==> config.mk <==
export PLATFORM = sky130hd
export DESIGN_NAME = poly_voice_controller
export DESIGN_NICKNAME = d
export VERILOG_FILES = /design/src/rtl/poly_voice_controller_pkg.sv /design/src/rtl/poly_voice_controller_voice_channel.sv /design/src/rtl/poly_voice_controller.sv
export SDC_FILE = /design/constraint.sdc
export NUM_CORES = 1
export LEC_CHECK = 0
export ABC_AREA = 1
export CAP_MARGIN = 20
export CORE_MARGIN = 5
export CORE_UTILIZATION = 35
export CTS_CLUSTER_SIZE = 30
export DETAILED_ROUTE_END_ITERATION = 8
export GPL_TIMING_DRIVEN = 0
export SLEW_MARGIN = 20
export SYNTH_ARGS = -nofsm -noshare
export SYNTH_HDL_FRONTEND = slang
export SYNTH_SLANG_ARGS = --single-unit
==> constraint.sdc <==
create_clock -name clk -period 6.95 [get_ports clk]
set_input_delay 1.39 -clock clk [delete_from_list [all_inputs] [get_ports clk]]
set_output_delay 1.39 -clock clk [all_outputs]
set_load 0.05 [all_outputs]
==> src/rtl/poly_voice_controller_pkg.sv <==
// Shared types and constants for the polyphonic voice controller.
// Holds the envelope stage enum, the octave-0 half-period table and the note range.
package poly_voice_controller_pkg;

   localparam int NOTE_MAX = 11;
   localparam int HALF_W   = 16;

   typedef enum logic [2:0] {
      ENV_IDLE,
      ENV_ATTACK,
      ENV_DECAY,
      ENV_SUSTAIN,
      ENV_RELEASE
   } env_state_t;

   typedef logic [HALF_W-1:0] half_t;

   // Octave-0 square half-periods in clocks, C through B, for a 1 MHz clock.
   localparam half_t BASE_HALF [0:11] = '{
      16'd30581, 16'd28868, 16'd27248, 16'd25707, 16'd24272, 16'd22904,
      16'd21626, 16'd20408, 16'd19260, 16'd18182, 16'd17159, 16'd16197
   };

   function automatic half_t half_period(input logic [3:0] note, input logic [2:0] octave);
      half_t base;
      base = (note <= 4'(NOTE_MAX)) ? BASE_HALF[note] : '0;
      return base >> octave;
   endfunction

endpackage

==> src/rtl/poly_voice_controller_voice_channel.sv <==
// One synth voice: square-wave oscillator plus ADSR envelope state machine.
// The allocator in the top decides when a voice is loaded or released.
module voice_channel
   import poly_voice_controller_pkg::*;
#(
   parameter int ENV_W = 6
) (
   input  logic             clk,
   input  logic             reset,
   input  logic             tick,
   input  logic             load,
   input  logic             release_req,
   input  logic [6:0]       key_in,
   input  half_t            half_in,
   input  logic [ENV_W-1:0] peak_in,
   input  logic [ENV_W-1:0] attack,
   input  logic [ENV_W-1:0] decay,
   input  logic [ENV_W-1:0] sustain,
   input  logic [ENV_W-1:0] rel,
   output logic [6:0]       key,
   output logic [ENV_W-1:0] level,
   output logic             square,
   output logic             active
);

   env_state_t       state;
   half_t            half;
   half_t            phase;
   logic [ENV_W-1:0] peak;
   logic [ENV_W-1:0] rate_cnt;
   logic [ENV_W-1:0] cur_rate;
   logic [ENV_W-1:0] decay_floor;
   logic             step;

   always_comb begin
      cur_rate = '0;
      case (state)
         ENV_ATTACK:  cur_rate = attack;
         ENV_DECAY:   cur_rate = decay;
         ENV_RELEASE: cur_rate = rel;
         default:     cur_rate = '0;
      endcase
   end

   // A stage of rate r steps once every r+1 ticks.
   assign step        = tick && (rate_cnt == cur_rate);
   assign decay_floor = (sustain < peak) ? sustain : peak;
   assign active      = (state != ENV_IDLE);

   always_ff @(posedge clk) begin
      if (reset) begin
         state    <= ENV_IDLE;
         key      <= '0;
         half     <= '0;
         phase    <= '0;
         peak     <= '0;
         level    <= '0;
         square   <= 1'b0;
         rate_cnt <= '0;
      end else if (load) begin
         state    <= ENV_ATTACK;
         key      <= key_in;
         half     <= half_in;
         phase    <= '0;
         peak     <= peak_in;
         level    <= '0;
         square   <= 1'b1;
         rate_cnt <= '0;
      end else begin
         if (state != ENV_IDLE) begin
            if (phase == half - half_t'(1)) begin
               phase  <= '0;
               square <= ~square;
            end else begin
               phase <= phase + half_t'(1);
            end
         end

         if (tick)
            rate_cnt <= step ? '0 : rate_cnt + ENV_W'(1);

         // Stage changes restart the rate counter so each stage times from its own entry.
         if (release_req && state != ENV_IDLE) begin
            state    <= ENV_RELEASE;
            rate_cnt <= '0;
         end else begin
            case (state)
               ENV_ATTACK:
                  if (level == peak) begin
                     state    <= ENV_DECAY;
                     rate_cnt <= '0;
                  end else if (step) begin
                     level <= level + ENV_W'(1);
                  end
               ENV_DECAY:
                  if (level <= decay_floor) begin
                     state    <= ENV_SUSTAIN;
                     rate_cnt <= '0;
                  end else if (step) begin
                     level <= level - ENV_W'(1);
                  end
               ENV_RELEASE:
                  if (level == '0) begin
                     state <= ENV_IDLE;
                  end else if (step) begin
                     level <= level - ENV_W'(1);
                  end
               default: ;
            endcase
         end
      end
   end

endmodule

==> src/rtl/poly_voice_controller.sv <==
// Polyphonic voice controller: note allocation with voice stealing, shared envelope
// prescaler and a saturating mixer over NUM_VOICES voice_channel instances.
module poly_voice_controller
   import poly_voice_controller_pkg::*;
#(
   parameter int NUM_VOICES = 4,
   parameter int ENV_W      = 6,
   parameter int OUT_W      = 10,
   parameter int TICK_DIV   = 1024
) (
   input  logic                    clk,
   input  logic                    reset,
   input  logic                    note_on,
   input  logic                    note_off,
   input  logic [3:0]              note,
   input  logic [2:0]              octave,
   input  logic [ENV_W-1:0]        amplitude,
   input  logic [ENV_W-1:0]        attack,
   input  logic [ENV_W-1:0]        decay,
   input  logic [ENV_W-1:0]        sustain,
   input  logic [ENV_W-1:0]        rel,
   output logic signed [OUT_W-1:0] wave_out,
   output logic [NUM_VOICES-1:0]   voice_active,
   output logic                    stolen,
   output logic                    bad_note
);

   localparam int PRE_W   = (TICK_DIV > 1) ? $clog2(TICK_DIV) : 1;
   localparam int OUT_MAX = (1 <<< (OUT_W - 1)) - 1;
   localparam int OUT_MIN = -(1 <<< (OUT_W - 1));

   logic [PRE_W-1:0]      prescale;
   logic                  tick;
   logic                  note_valid;
   logic                  do_on;
   logic                  do_off;
   logic [6:0]            key_req;
   half_t                 half_req;
   logic [2:0]            steal_ptr;
   logic [2:0]            hit_idx;
   logic [2:0]            free_idx;
   logic [2:0]            alloc_idx;
   logic                  hit;
   logic                  free;
   logic                  steal;
   logic [NUM_VOICES-1:0] load_v;
   logic [NUM_VOICES-1:0] release_v;
   logic [NUM_VOICES-1:0] square_v;
   logic [6:0]            key_v   [NUM_VOICES];
   logic [ENV_W-1:0]      level_v [NUM_VOICES];
   int                    mix_sum;
   logic signed [OUT_W-1:0] mix_sat;

   assign tick       = (prescale == PRE_W'(TICK_DIV - 1));
   assign note_valid = (note <= 4'(NOTE_MAX));
   assign do_on      = note_on && note_valid;
   assign do_off     = note_off && note_valid;
   assign key_req    = {note, octave};
   assign half_req   = half_period(note, octave);

   // Allocation priority: retrigger same key, else lowest idle voice, else steal.
   // A coincident note_off only moves voices to RELEASE, which never changes this choice.
   always_comb begin
      hit      = 1'b0;
      hit_idx  = '0;
      free     = 1'b0;
      free_idx = '0;
      for (int i = NUM_VOICES - 1; i >= 0; i--) begin
         if (voice_active[i] && key_v[i] == key_req) begin
            hit     = 1'b1;
            hit_idx = 3'(i);
         end
         if (!voice_active[i]) begin
            free     = 1'b1;
            free_idx = 3'(i);
         end
      end
      steal     = !hit && !free;
      alloc_idx = hit ? hit_idx : (free ? free_idx : steal_ptr);
      load_v    = '0;
      release_v = '0;
      for (int i = 0; i < NUM_VOICES; i++) begin
         load_v[i]    = do_on && (alloc_idx == 3'(i));
         release_v[i] = do_off && voice_active[i] && (key_v[i] == key_req);
      end
   end

   for (genvar g = 0; g < NUM_VOICES; g++) begin : g_voice
      voice_channel #(
         .ENV_W(ENV_W)
      ) u_voice (
         .clk        (clk),
         .reset      (reset),
         .tick       (tick),
         .load       (load_v[g]),
         .release_req(release_v[g]),
         .key_in     (key_req),
         .half_in    (half_req),
         .peak_in    (amplitude),
         .attack     (attack),
         .decay      (decay),
         .sustain    (sustain),
         .rel        (rel),
         .key        (key_v[g]),
         .level      (level_v[g]),
         .square     (square_v[g]),
         .active     (voice_active[g])
      );
   end

   always_comb begin
      mix_sum = 0;
      for (int i = 0; i < NUM_VOICES; i++) begin
         if (voice_active[i])
            mix_sum = mix_sum + (square_v[i] ? int'(level_v[i]) : -int'(level_v[i]));
      end
      if (mix_sum > OUT_MAX)
         mix_sat = OUT_W'(OUT_MAX);
      else if (mix_sum < OUT_MIN)
         mix_sat = OUT_W'(OUT_MIN);
      else
         mix_sat = OUT_W'(mix_sum);
   end

   always_ff @(posedge clk) begin
      if (reset) begin
         prescale  <= '0;
         steal_ptr <= '0;
         stolen    <= 1'b0;
         bad_note  <= 1'b0;
         wave_out  <= '0;
      end else begin
         prescale <= tick ? '0 : prescale + PRE_W'(1);
         stolen   <= do_on && steal;
         bad_note <= (note_on || note_off) && !note_valid;
         wave_out <= mix_sat;
         if (do_on && steal)
            steal_ptr <= (steal_ptr == 3'(NUM_VOICES - 1)) ? '0 : steal_ptr + 3'd1;
      end
   end

endmodule

======== Yosys cells after proc, flatten, opt, wreduce, memory -nomap -nowiden ========
Memories as Yosys holds them, arrays and structs flattened.
Cells that the tools add are included.
operators by class
  add/sub/neg operators ................... 29
  order comparisons ....................... 12
  equality and inequality tests ........... 85
  shift operators ......................... 1
  muxes and demuxes ....................... 124
  bitwise operators ....................... 9
  reductions and logical operators ........ 92
operators with widths
  operator               number
  $mux 32                8
  $mux 6                 40
  $pmux 6 s3             8
  $neg 6->32             4
  $mux 16                7
  $add 32x32->32         3
  $mux 3                 25
  $add 16x1->16 const B  4
  $eq 16x16->1           4
  $sub 16x1->16 const B  4
  $add 6x1->6 const B    8
  $eq 6x6->1             8
  $ne 4x1->1 const B     12
  $pmux 6 s2             4
  $reduce_and 4->1       12
  $ne 3x1->1 const B     12
  $pmux 3 s3             4
  $gt 32x10->1 const B   1
  $lt 32x10->1 const B   1
  $ne 2x1->1 const B     16
  $logic_and 1x1->1      29
  $eq 7x7->1             4
  $le 6x6->1             4
  $logic_not 6->1        4
  other kinds (29)       126
word-level totals
  register bits ........................... 269
  memory bits (read-only) ................. 256
  output and inout bits ................... 16
  logic and storage cells ................. 399
  memories ................................ 1
memories
  name              words  width  rd ports  clocked after memory_dff  write ports  line                             source
  (name not given)  16     16     1         0                         0            poly_voice_controller_pkg.sv:26  base = (note <= 4'(NOTE_MAX)) ? BASE_HALF[note] : '0;

======== Depth between registers and ports, before layout ========
  depth after elaboration ................. 12
  depth in mapped cells ................... 54
  mapped depth without buffers ............ 53

======== Hierarchy ========
A second synthesis with hierarchy kept.
second synthesis, totals
  cells, all modules ...................... 4164
  area total of the unflattened synthesis .. 25488.2 µm²
modules (own cells, without submodules)
  module                                  instances  cells each  area an instance (µm²)
  voice_channel (g_voice[0].u_voice ...)  3          608         4088.9
  poly_voice_controller                   1          1699        9049.9
  voice_channel (g_voice[3].u_voice)      1          641         4171.5

======== Least setup slack after synthesis ========
Ideal clock, no wire load.
  path type ............................... register to register
  start point ............................. register g_voice[0].u_voice.level[0]
  end point ............................... register wave_out[0]
  arrival time ............................ 5868 ps
  required time ........................... 6819 ps
  setup slack ............................. 951 ps
  cell stages (with the launch flop) ...... 46
  period minus slack after synthesis ...... 5999 ps
  cell sequence ........................... dfxtp_1 > inv_1 > ha_1 > nand3_1 > nor3_1 > nor2_1 > ha_1 > clkbuf_8 > nand2_1 > nor2_1 > nand2_1 > nand2_1 > nand2_1 > nand3_1 > nand3_1 > nand2_1 > inv_1 > ha_1 > [10 not listed] > xnor2_1 > a21boi_1 > ha_1 > a21oi_1 > o21ai_0 > a21oi_1 > o211ai_1 > or2_2 > nand3_1 > nand2_1 > nor3_1 > nand4_1 > nor2_1 > nand2_1 > nand2_1 > nand2_2 > nand2_4 > a21oi_1
between the ends
  cells in the longest elaborated chain, start to end .. 12
  elaborated cells between the ends (all ways) .. 13
  those cells by class .................... add/sub (4); order compare (2); mux (7)
RTL lines
  element                 line                                        source
  from (decl)             poly_voice_controller_voice_channel.sv:21   output logic [ENV_W-1:0] level,
  from (signal assigned)  poly_voice_controller_voice_channel.sv:93   level <= level + ENV_W'(1);
  from (signal assigned)  poly_voice_controller_voice_channel.sv:100  level <= level - ENV_W'(1);
  from (signal assigned)  poly_voice_controller_voice_channel.sv:106  level <= level - ENV_W'(1);
  $neg 6->32              poly_voice_controller.sv:115                mix_sum = mix_sum + (square_v[i] ? int'(level_v[i]) : -int'(level_v[i]));
  $mux 32 *               poly_voice_controller.sv:115
  $mux 32 *               poly_voice_controller.sv:114                if (voice_active[i])
  $add 32x32->32          poly_voice_controller.sv:115
  $mux 32 *               poly_voice_controller.sv:114
  $add 32x32->32          poly_voice_controller.sv:115
  $mux 32 *               poly_voice_controller.sv:114
  $add 32x32->32          poly_voice_controller.sv:115
  $mux 32 *               poly_voice_controller.sv:114
  $lt 32x10->1            poly_voice_controller.sv:119                else if (mix_sum < OUT_MIN)
  $mux 10                 poly_voice_controller.sv:119
  $mux 9 *                poly_voice_controller.sv:117                if (mix_sum > OUT_MAX)
  to (signal assigned)    poly_voice_controller.sv:136                wave_out <= mix_sat;
  to (decl)               poly_voice_controller.sv:22                 output logic signed [OUT_W-1:0] wave_out,
Mark *: on every way between the ends. The rest lies on a longest branch, timed or not.
A chain may end at the register's enable or synchronous reset.

======== Worst setup path after layout ========
  start point ............................. register g_voice[0].u_voice.state[0]
  end point ............................... register wave_out[4]
between the ends
  cells in the longest elaborated chain, start to end .. 11
  elaborated cells between the ends (all ways) .. 12
  those cells by class .................... add/sub (3); order compare (2); mux (6); reduce/logical (1)
RTL lines
  element                              line                                       source
  from (decl)                          poly_voice_controller_voice_channel.sv:26  env_state_t state;
  from (signal assigned)               poly_voice_controller_voice_channel.sv:52  state <= ENV_IDLE;
  from (signal assigned)               poly_voice_controller_voice_channel.sv:61  state <= ENV_ATTACK;
  from (signal assigned)               poly_voice_controller_voice_channel.sv:84  state <= ENV_RELEASE;
  $reduce_bool 3->1 *                  poly_voice_controller_voice_channel.sv:48  assign active = (state != ENV_IDLE);
  named net g_voice[0].u_voice.active  poly_voice_controller_voice_channel.sv:23  output logic active
  $mux 32 *                            poly_voice_controller.sv:114
  $add 32x32->32                       poly_voice_controller.sv:115
  $mux 32 *                            poly_voice_controller.sv:114
  $add 32x32->32                       poly_voice_controller.sv:115
  $mux 32 *                            poly_voice_controller.sv:114
  $add 32x32->32                       poly_voice_controller.sv:115
  $mux 32 *                            poly_voice_controller.sv:114
  $lt 32x10->1                         poly_voice_controller.sv:119
  $mux 10                              poly_voice_controller.sv:119
  $mux 9 *                             poly_voice_controller.sv:117
Mark *: on every way through the listed nets, which the timed path passes. The rest lies on a longest branch.

==> reports/metrics.csv <==
metric,value,unit
Hold Path Depth,1,
GRT Util Overall,0.199,
IO Count,57,
maxcap violations,0,
Synth area leader,dfxtp_1,
I/O Buffers,52,
Hold Crit Endpoint,prescale[0]$_SDFF_PP0_,
site row count,95,
clock edge transition at the registers on the reported setup and hold paths,0.06,ns
Post-DP HPWL,59900,µm
"count leader, synth",nand2_1,
placed insts,4682,
Synth warnings,0,
reg2reg start,g_voice[0].u_voice.state[0]$_SDFFE_PP0P_,
syn_nets,3963,
layout cell share with drive strength beyond 1,0.104,
final hold viol count,0,
initial DRC count,1854,
largest net degree at the start of global routing,16,
Final WS setup,0.308,ns
Inserted Clock Buffers,30,
grt total ovfl,0,
critical path class,flop to flop,
Non-Filler Instances,4768,
DRT antenna net count,0,
Initial Utilization,0.351,
vias after detailed routing,24272,
H-tree depth,1,
crit share post-route,0.956,
Mapped Area,23500,µm²
RR Endpoint,wave_out[4]$_SDFF_PP0_,
final RePlAce weighted congestion,0.918,
CP Data Arrival Time,7.08,ns
Slew @ Worst Pin,1.17,ns
CP startpoint kind,flop,
"Clk Latency, worst-skew pair",0.59,ns
n_diodes,0,
relative max-transition margin,0.211,
final setup fails,0,
DIE WIDTH,269,µm
Crit. End Element,flop,
Mean Syn Cell Area,6.26,µm²
Area Growth Syn to Fin,15.7,%
Post-synth EDFFs,0,
Final Max Slew Viols,0,
clock root cell,clkbuf_16,
final core utilization,0.407,
"FF+latch count, synth",265,
Final Skew,0.0324,ns
path depth of the worst reg2reg path,38,
most frequent CP cell,nand2_1,
Post-synth top flop,dfxtp_1,
Worst Path Required,7.39,ns
Residual DRC,0,
Setup TNS Final,0,ns
Crit-path slowest cell,fa_1,
number of vias per cell,5.09,
number of global-route vias before repair,22296,
count of different cell masters after synthesis,70,
most frequent cells after synthesis,"870 x nand2_1, 491 x inv_1, 428 x nor2_1",
die footprint,72500,µm²
Final min period,6.64,ns
Routed WL,76600,µm
Async SR Flop Fraction,0,
Hold Crit Start,prescale[0]$_SDFF_PP0_,
top-area cell type share of the netlist area,0.226,
WL per Instance,16.1,µm
FMAX,151,MHz
Nets,4078,
leading post-synthesis cells by cell area,"dfxtp_1 23%, nand2_1 14%, ha_1 8.5%",
worst-path fanout max,10,
Core ar.,66900,µm²
reg2reg setup slack,0.31,ns
DP Worst Slack,-0.915,ns
outcome,"complete, no violations",
sequential share of the synthesized area,0.226,
Post-Synthesis Cells,3756,
worst hold path type,flop to flop,
clock sinks,265,
first-pass GRT wire length,120000,µm
initial antenna violation count,0,
CTS max path bufs,3,
die height,269,µm
CTS tree,yes,
DRT Pass-1 Iters,6,
CP max stage delay,0.52,ns
## what timing repair did
action                                  in CTS  in global routing
gates resized for setup                     28                174
setup buffers                                4                 25
endpoints found under the setup margin      10                 10
cloned                                       0                  2
pin swaps                                    4                 34
hold buffers                                 0                  0
## logic make-up after synthesis
logic type | synth area share
muxes | 0.000851
xor gates and xnor gates | 0.0788
buffers and inverters | 0.104
and+or+nand+nor | 0.338
adders and majority gates | 0.0906
AOI/OAI and AO/OA | 0.162
DFF | 0.226
## per-stage QoR
step	hold WS, ns	area (µm²)
6_report	0.447	27200
5_1_grt	0.479	27200
4_1_cts	0.452	26400
3_5_place_dp	0.439	25100
3_3_place_gp	0.432	25100
2_1_floorplan	0.418	23500
## flip-flops by register name, summed over array words and instances, names as in the netlist, 3 cells and up
name and flops:
g_voice.u_voice.half 60, g_voice.u_voice.key 28, g_voice.u_voice.level 24, g_voice.u_voice.peak 24, g_voice.u_voice.phase 64, g_voice.u_voice.rate_cnt 24, g_voice.u_voice.square 4, g_voice.u_voice.state 12
prescale 10, steal_ptr 3, wave_out 10
## final cells by class
| type | instances | area (µm²) |
|---|---|---|
| Fill cell | 7160 | 39700 |
| Timing Repair Buffer | 82 | 762 |
| Sequential cell | 265 | 5320 |
| Tap cell | 873 | 1090 |
| Clock inverter | 20 | 300 |
| Inverter | 511 | 1930 |
| Buffer | 94 | 527 |
| Multi-Input combinational cell | 2887 | 16500 |
| Clock buffer | 36 | 813 |
## cell usage in the layout, fill, tap and decap left out, drive strengths merged, types with 3 or more instances in the layout
master         instances
nand4                 67
o211ai                21
a21oi                294
xor2                 140
or2                   36
buf                   81
nor3b                 21
a31oi                 11
dfxtp                265
nor2                 439
ha                   159
clkdlybuf4s50         52
a221oi                 8
nand2                894
a22oi                  6
o21a                  15
fa                     7
bufinv                 7
nor3                  85
inv                  510
a211oi                12
o221ai                 3
nand3b                11
clkinv                13
and2                   4
xnor2                 69
clkbuf                78
o22ai                 12
o21ai                283
nor4                  23
o21bai                11
a21boi                 9
nand3                228
## worst max-delay path, delay by kind of cell, from the launching register on
family / cells / cell delay (ns)
AO/OA/AOI/OAI: 6 / 1.22
AND/OR/NAND/NOR: 22 / 2.53
flip-flops: 1 / 0.42
adder cells (fa/ha/maj): 3 / 1.35
XOR/XNOR: 1 / 0.15
buffers and inverters: 6 / 0.84
## routing by layer
layer / up-vias / GRT usage / part of all wire
met2: 582 / 0.339 / 0.46
met5: - / 0 / 0
met3: 114 / 0.0140 / 0.046
met1: 11050 / 0.275 / 0.47
li1: 12526 / - / -
met4: 0 / 0.0526 / 0.027
## how the worst max path moves through the flow
stage | depth (start not counted) | endpoint | from
detailed placement | 46 | wave_out[6]$_SDFF_PP0_ | g_voice[0].u_voice.level[0]$_SDFFE_PP0P_
CTS | 45 | wave_out[6]$_SDFF_PP0_ | g_voice[0].u_voice.level[0]$_SDFFE_PP0P_
global route | 35 | wave_out[4]$_SDFF_PP0_ | g_voice[1].u_voice.square$_SDFFE_PP0P_
finish | 38 | wave_out[4]$_SDFF_PP0_ | g_voice[0].u_voice.state[0]$_SDFFE_PP0P_
floorplan | 45 | wave_out[0]$_SDFF_PP0_ | g_voice[0].u_voice.level[0]$_SDFFE_PP0P_
global placement | 46 | wave_out[6]$_SDFF_PP0_ | g_voice[0].u_voice.level[0]$_SDFFE_PP0P_
Power is not shown: default switching activity piles up to over one toggle a cycle in this logic, so the estimate is an artifact.
